[src/rtl/vpg_pkg.sv]
// Shared timing defaults, state encoding and pixel helpers for the video timing generator.
// No logic of its own; totals are derived so a single porch change cannot desynchronise them.
package vpg_pkg;

    localparam int H_ACTIVE_D = 320;
    localparam int H_FP_D     = 8;
    localparam int H_SYNC_D   = 32;
    localparam int H_BP_D     = 40;
    localparam int V_ACTIVE_D = 240;
    localparam int V_FP_D     = 3;
    localparam int V_SYNC_D   = 4;
    localparam int V_BP_D     = 6;
    localparam int PREFILL_D  = 256;

    typedef enum logic {
        IDLE = 1'b0,
        RUN  = 1'b1
    } vpg_state_e;

    function automatic int h_total(input int act, input int fp, input int sync, input int bp);
        return act + fp + sync + bp;
    endfunction

    function automatic int v_total(input int act, input int fp, input int sync, input int bp);
        return act + fp + sync + bp;
    endfunction

    // The top byte of a FIFO word carries no colour information.
    function automatic logic [23:0] rgb_of(input logic [31:0] word);
        return word[23:0];
    endfunction

endpackage

[src/rtl/vpg_raster_cnt.sv]
// Horizontal/vertical raster position counters; updates every cycle, zero-held while i_hold.
// Zero latency on o_frame_last (decoded from the registered counters); no backpressure.
module vpg_raster_cnt #(
    parameter int H_TOTAL = 400,
    parameter int V_TOTAL = 253,
    parameter int HW      = $clog2(H_TOTAL),
    parameter int VW      = $clog2(V_TOTAL)
) (
    input  logic          i_clk,
    input  logic          i_rst,
    input  logic          i_hold,
    output logic [HW-1:0] o_h_cnt,
    output logic [VW-1:0] o_v_cnt,
    output logic          o_frame_last
);

    logic [HW-1:0] r_h_cnt;
    logic [VW-1:0] r_v_cnt;
    logic          w_h_last;
    logic          w_v_last;

    assign w_h_last     = (r_h_cnt == HW'(H_TOTAL - 1));
    assign w_v_last     = (r_v_cnt == VW'(V_TOTAL - 1));
    assign o_frame_last = w_h_last && w_v_last;
    assign o_h_cnt      = r_h_cnt;
    assign o_v_cnt      = r_v_cnt;

    always_ff @(posedge i_clk or posedge i_rst) begin
        if (i_rst) begin
            r_h_cnt <= '0;
            r_v_cnt <= '0;
        end else if (i_hold) begin
            r_h_cnt <= '0;
            r_v_cnt <= '0;
        end else if (w_h_last) begin
            r_h_cnt <= '0;
            r_v_cnt <= w_v_last ? '0 : r_v_cnt + 1'b1;
        end else begin
            r_h_cnt <= r_h_cnt + 1'b1;
        end
    end

endmodule

[src/rtl/vpg_timing_gen.sv]
// Raster timing generator popping a show-ahead FIFO; rd_req is same-cycle, video outputs 1 cycle later.
// Never stalls: an empty FIFO during active video yields black pixels and sets the sticky underflow flag.
module vpg_timing_gen
    import vpg_pkg::*;
#(
    parameter int H_ACTIVE = H_ACTIVE_D,
    parameter int H_FP     = H_FP_D,
    parameter int H_SYNC   = H_SYNC_D,
    parameter int H_BP     = H_BP_D,
    parameter int V_ACTIVE = V_ACTIVE_D,
    parameter int V_FP     = V_FP_D,
    parameter int V_SYNC   = V_SYNC_D,
    parameter int V_BP     = V_BP_D,
    parameter int PREFILL  = PREFILL_D
) (
    input  logic        vpg_pclk,
    input  logic        reset,
    input  logic        enable,
    input  logic [31:0] Read_DATA,
    input  logic        read_empty_rdfifo,
    input  logic [8:0]  read_fifo_rdusedw,
    output logic        rd_req,
    output logic        vpg_de,
    output logic        vpg_hs,
    output logic        vpg_vs,
    output logic [23:0] vpg_data,
    output logic        frame_start,
    output logic        underflow,
    input  logic        clr_underflow
);

    localparam int H_TOTAL = h_total(H_ACTIVE, H_FP, H_SYNC, H_BP);
    localparam int V_TOTAL = v_total(V_ACTIVE, V_FP, V_SYNC, V_BP);
    localparam int HW      = $clog2(H_TOTAL);
    localparam int VW      = $clog2(V_TOTAL);

    vpg_state_e    r_state;
    vpg_state_e    w_state_nxt;
    logic          w_run;
    logic [HW-1:0] w_h_cnt;
    logic [VW-1:0] w_v_cnt;
    logic          w_frame_last;
    logic          w_de_c;
    logic          w_hs_c;
    logic          w_vs_c;
    logic          w_rd;
    logic          w_uf_evt;
    logic          w_fs_c;
    logic [23:0]   w_pix;

    logic          r_de;
    logic          r_hs;
    logic          r_vs;
    logic [23:0]   r_data;
    logic          r_fs;
    logic          r_underflow;

    vpg_raster_cnt #(
        .H_TOTAL (H_TOTAL),
        .V_TOTAL (V_TOTAL),
        .HW      (HW),
        .VW      (VW)
    ) u_cnt (
        .i_clk        (vpg_pclk),
        .i_rst        (reset),
        .i_hold       (!w_run),
        .o_h_cnt      (w_h_cnt),
        .o_v_cnt      (w_v_cnt),
        .o_frame_last (w_frame_last)
    );

    always_ff @(posedge vpg_pclk or posedge reset) begin
        if (reset) r_state <= IDLE;
        else       r_state <= w_state_nxt;
    end

    // Stopping is only allowed on the last pixel so the display never sees a truncated frame.
    always_comb begin
        w_state_nxt = r_state;
        case (r_state)
            IDLE:    if (enable && (read_fifo_rdusedw >= 9'(PREFILL))) w_state_nxt = RUN;
            RUN:     if (w_frame_last && !enable) w_state_nxt = IDLE;
            default: w_state_nxt = IDLE;
        endcase
    end

    always_comb begin
        w_run    = (r_state == RUN);
        w_de_c   = w_run && (w_h_cnt < HW'(H_ACTIVE)) && (w_v_cnt < VW'(V_ACTIVE));
        w_hs_c   = !(w_run && (w_h_cnt >= HW'(H_ACTIVE + H_FP))
                           && (w_h_cnt <  HW'(H_ACTIVE + H_FP + H_SYNC)));
        w_vs_c   = !(w_run && (w_v_cnt >= VW'(V_ACTIVE + V_FP))
                           && (w_v_cnt <  VW'(V_ACTIVE + V_FP + V_SYNC)));
        w_rd     = w_de_c && !read_empty_rdfifo;
        w_uf_evt = w_de_c && read_empty_rdfifo;
        w_fs_c   = w_de_c && (w_h_cnt == '0) && (w_v_cnt == '0);
        w_pix    = w_rd ? rgb_of(Read_DATA) : 24'h000000;
    end

    assign rd_req = w_rd;

    always_ff @(posedge vpg_pclk or posedge reset) begin
        if (reset) begin
            r_de   <= 1'b0;
            r_hs   <= 1'b1;
            r_vs   <= 1'b1;
            r_data <= '0;
            r_fs   <= 1'b0;
        end else begin
            r_de   <= w_de_c;
            r_hs   <= w_hs_c;
            r_vs   <= w_vs_c;
            r_data <= w_pix;
            r_fs   <= w_fs_c;
        end
    end

    // A fresh underflow outranks a clear so a same-cycle event is never lost.
    always_ff @(posedge vpg_pclk or posedge reset) begin
        if (reset)              r_underflow <= 1'b0;
        else if (w_uf_evt)      r_underflow <= 1'b1;
        else if (clr_underflow) r_underflow <= 1'b0;
    end

    assign vpg_de      = r_de;
    assign vpg_hs      = r_hs;
    assign vpg_vs      = r_vs;
    assign vpg_data    = r_data;
    assign frame_start = r_fs;
    assign underflow   = r_underflow;

endmodule

[config.mk]
export PLATFORM = sky130hd
export DESIGN_NAME = vpg_timing_gen
export DESIGN_NICKNAME = d
export VERILOG_FILES = /design/src/rtl/vpg_pkg.sv /design/src/rtl/vpg_raster_cnt.sv /design/src/rtl/vpg_timing_gen.sv
export SDC_FILE = /design/constraint.sdc
export NUM_CORES = 1
export LEC_CHECK = 0
export CAP_MARGIN = 0
export CORE_AREA = 2 2 92 72
export DETAILED_ROUTE_END_ITERATION = 6
export DIE_AREA = 0 0 94 74
export GPL_TIMING_DRIVEN = 0
export PLACE_DENSITY = 0.68
export SETUP_SLACK_MARGIN = 0.5
export SYNTH_ARGS = -nofsm -noshare
export SYNTH_HDL_FRONTEND = slang
export SYNTH_SLANG_ARGS = --single-unit
[constraint.sdc]
create_clock -name vpg_pclk -period 4.3 [get_ports vpg_pclk]
set_clock_uncertainty 0.05 [all_clocks]
set_input_delay 1.075 -clock vpg_pclk [delete_from_list [all_inputs] [get_ports vpg_pclk]]
set_output_delay 1.075 -clock vpg_pclk [all_outputs]
set_load 0.05 [all_outputs]
==> results.cfg <==
[clock_tree]
clkTransAtPathRegs_ps = 80
cts_hold_buffers = 0
clkLatencyLatePin_ps = 290
ctsRootBufferMaster = sky130_fd_sc_hd__clkbuf_8
cts_inserted_buffers = 5
cts_num_sinks = 47
cts.path.max_buffers = 2
cts_tree = yes
count_of_h_tree_levels_built_during_cts = 2
cts_setup_buffers = 0

[detailed_routing]
wl_per_cell_um = 12.11
num_vias = 1456
wl_met1_um = 1948
wl_met3_um = 228
wl_met2_um = 1679
top_layer = met4
drt-total-wl_um = 3874
tritonroute_pass_1_iters = 4
number_of_routed_nets_with_antenna_violations = 0
dr.first_iter.drc_count = 107
drc_errors = 0
route.detailed.vias_per_inst = 4.550

[setup_path]
critical_path.n_buffers_inverters = 3
crit_family = buffers and inverters
critical_path_arrival_ps = 2450
worst_setup_path_startpoint = read_empty_rdfifo
endpoint = rd_req
critPathSlowestCell = sky130_fd_sc_hd__clkdlybuf4s50_1
worst_path_maximum_fanout = 10
worst_reg_to_reg_path_cell_count = 5
criticalPathCategory = in2out
critical-path-max-stage-delay_ps = 440
crit_chain = clkdlybuf4s50_1 > nor2_2 > clkbuf_1 > clkdlybuf4s15_2
ff2ff_setup_slack_ps = 2550
crit_required_ps = 3170
start_kind = input pin
setup.worst_path.end_class = output pin
stages_on_the_worst_setup_path = 4
worstReg2RegStart = u_cnt.o_h_cnt[0]
endpoint_of_the_worst_slack_reg_to_reg_timing_path = u_cnt.o_v_cnt[7]

[floorplanning]
floorplan.die.width_um = 94
core_region_area_mm2 = 0.006100
rows = 25
die_h_um = 74
floorplan.die_area_mm2 = 0.006956
initial_utilization_pct = 32.41
floorplan.io_pins = 76

[cells_and_area]
seqCellArea_mm2 = 0.001179
antenna_cells_inserted = 0
fillCellCount = 568
fin_nets = 288
layout-drive-gt1-share_pct = 9.623
area_growth_syn_to_layout_pct = 42.03
layout_common_cells = sky130_fd_sc_hd__clkdlybuf4s50_1, sky130_fd_sc_hd__dfrtp_1, sky130_fd_sc_hd__and2_1
multiInputGateArea_um2 = 729.5
mostFrequentLayoutCell = sky130_fd_sc_hd__clkdlybuf4s50_1

[sta]
post-route-period-util_pct = 83.18
maxClockFrequency_ghz = 0.2796
layout_min_cycle_time_ps = 3577
setup_ws_ps = 723.4
report.final.slew_viol_count = 0
tightestPinTransition_ps = 516.7
max_slew_margin_pct = 65.45
final_hold_viol_count = 0
setup_viol_count_final = 0
setup_repair_after_global_routing_missed_its_margin = no
setup_tns_ps = 0

[synth]
synth-async-reset-ratio_pct = 100.0
post_synth_num_cell_types = 35
synth_area_leaders = sky130_fd_sc_hd__dfrtp_1, sky130_fd_sc_hd__and2_1, sky130_fd_sc_hd__dfstp_2, sky130_fd_sc_hd__ha_1, sky130_fd_sc_hd__xnor2_1
syn_area_per_cell_um2 = 11.56
synthesis.area_mm2 = 0.001977
seq_area_frac_synth_pct = 59.62
synth_nets = 221
synth_enable_flop_cells = 0
synth_top_area_share_pct = 56.96
synth_cells = 171
ff_latch_count_synth = 47
yosys_warnings = 0
post-synth-top-area-cell = sky130_fd_sc_hd__dfrtp_1
synth_flop_cell = sky130_fd_sc_hd__dfrtp_1

[power_and_ir_drop]
irDropWorstVdd_v = 0.0001127
pwr_per_cell_area_mw_per_mm2 = 319.7
static_power_due_to_leakage_nw = 1.206

[grt]
grt_first_pass_wirelength_um = 6292
grt_antenna_before_repair = 0
gr-total-overflow = 0
groute.usage.overall_pct = 11.63
number_of_global_route_vias_before_repair = 1324
pin_count_of_the_biggest_net_entering_global_routing = 31

[placement]
port-buffer-count = 59
gp_congestion = 0.7936
post-place-ws_ps = 152.5
hpwl_um = 2925

[run_status]
run_status = finished clean

[hold_path]
min_path_type = reg2reg

[run]
max-cap-violations = 0
[state kept, by name (all words and copies together) (netlist names)]
signal,count
frame_start,1
r_state,1
u_cnt.o_h_cnt,9
u_cnt.o_v_cnt,8
underflow,1
vpg_data,24
vpg_de,1
vpg_hs,1
vpg_vs,1
[per-layer routing]
metal,track usage (%),up-vias
met1,16.73,699
met4,3.221,0
met2,16.67,48
met3,4.255,2
li1,-,707
met5,0,-
[worst min path at each step]
| stage | cells past startpoint | from | slack (ps) | to |
|---|---|---|---|---|
| finish | 1 | u_cnt.o_h_cnt[0] | 440 | u_cnt.o_h_cnt[0] |
| global route | 1 | u_cnt.o_h_cnt[0] | 470 | u_cnt.o_h_cnt[0] |
| CTS | 1 | u_cnt.o_h_cnt[0] | 440 | u_cnt.o_h_cnt[0] |
| detailed placement | 1 | u_cnt.o_h_cnt[0] | 430 | u_cnt.o_h_cnt[0] |
| global placement | 1 | u_cnt.o_h_cnt[0] | 420 | u_cnt.o_h_cnt[0] |
| floorplan | 1 | u_cnt.o_h_cnt[0] | 400 | u_cnt.o_h_cnt[0] |
[power by group]
| group | internal (mW) | switching (mW) |
|---|---|---|
| clock | 0.175 | 0.146 |
| sequential | 0.454 | 0.00302 |
| combinational | 0.0518 | 0.0676 |
| total | 0.680 | 0.217 |
[cell usage after synthesis (all sizes together), types with 3 or more instances]
cell	number
o21ai	8
and3	3
nand4	4
buf	3
nand3	6
inv	8
xor2	3
dfrtp	45
ha	4
xnor2	5
nand2	7
a21oi	8
and2	27
or3	7
nor2	10
[layout make-up]
class	count	share of cell area, %
clock inverter	3	1.649
timing repair buffer	60	21.79
multi-input combinational	111	25.98
buffer	5	1.471
tap	81	3.610
inverter	8	1.070
clock buffer	5	2.451
sequential	47	41.98
[logic make-up (layout without fill, tap and decap cells)]
| group | after synthesis | count (layout) | synth area share, % |
|---|---|---|---|
| AND/OR/NAND/NOR | 78 | 78 | 23.67 |
| flip-flops | 47 | 47 | 59.62 |
| AO/OA/AOI/OAI | 20 | 20 | 6.519 |
| buffers and inverters | 13 | 81 | 3.608 |
| XOR/XNOR | 8 | 8 | 3.544 |
| adder cells (fa/ha/maj) | 4 | 4 | 2.532 |
| multiplexers | 1 | 1 | 0.5063 |
[stage by stage]
step	hold slack [ps]	std cells	util [%]	total power [mW]	instance area (um^2)
finish	437.0	320	46.03	0.8975	2808
global route	474.6	320	46.03	0.9417	2808
CTS	440.7	320	45.99	0.9111	2805
detailed placement	428.4	312	44.08	0.5866	2689
floorplan	404.7	171	-	0.5286	1977
global placement	423.4	311	43.75	0.5838	2669
[what timing repair did]
item | 4_1_cts | 5_1_grt
gates resized for setup | 3 | 1
setup endpoints to repair | 1 | 1
endpoints found under the hold margin | 0 | 0
pin swaps | 0 | 0
Power figures use the tool's default switching activity.
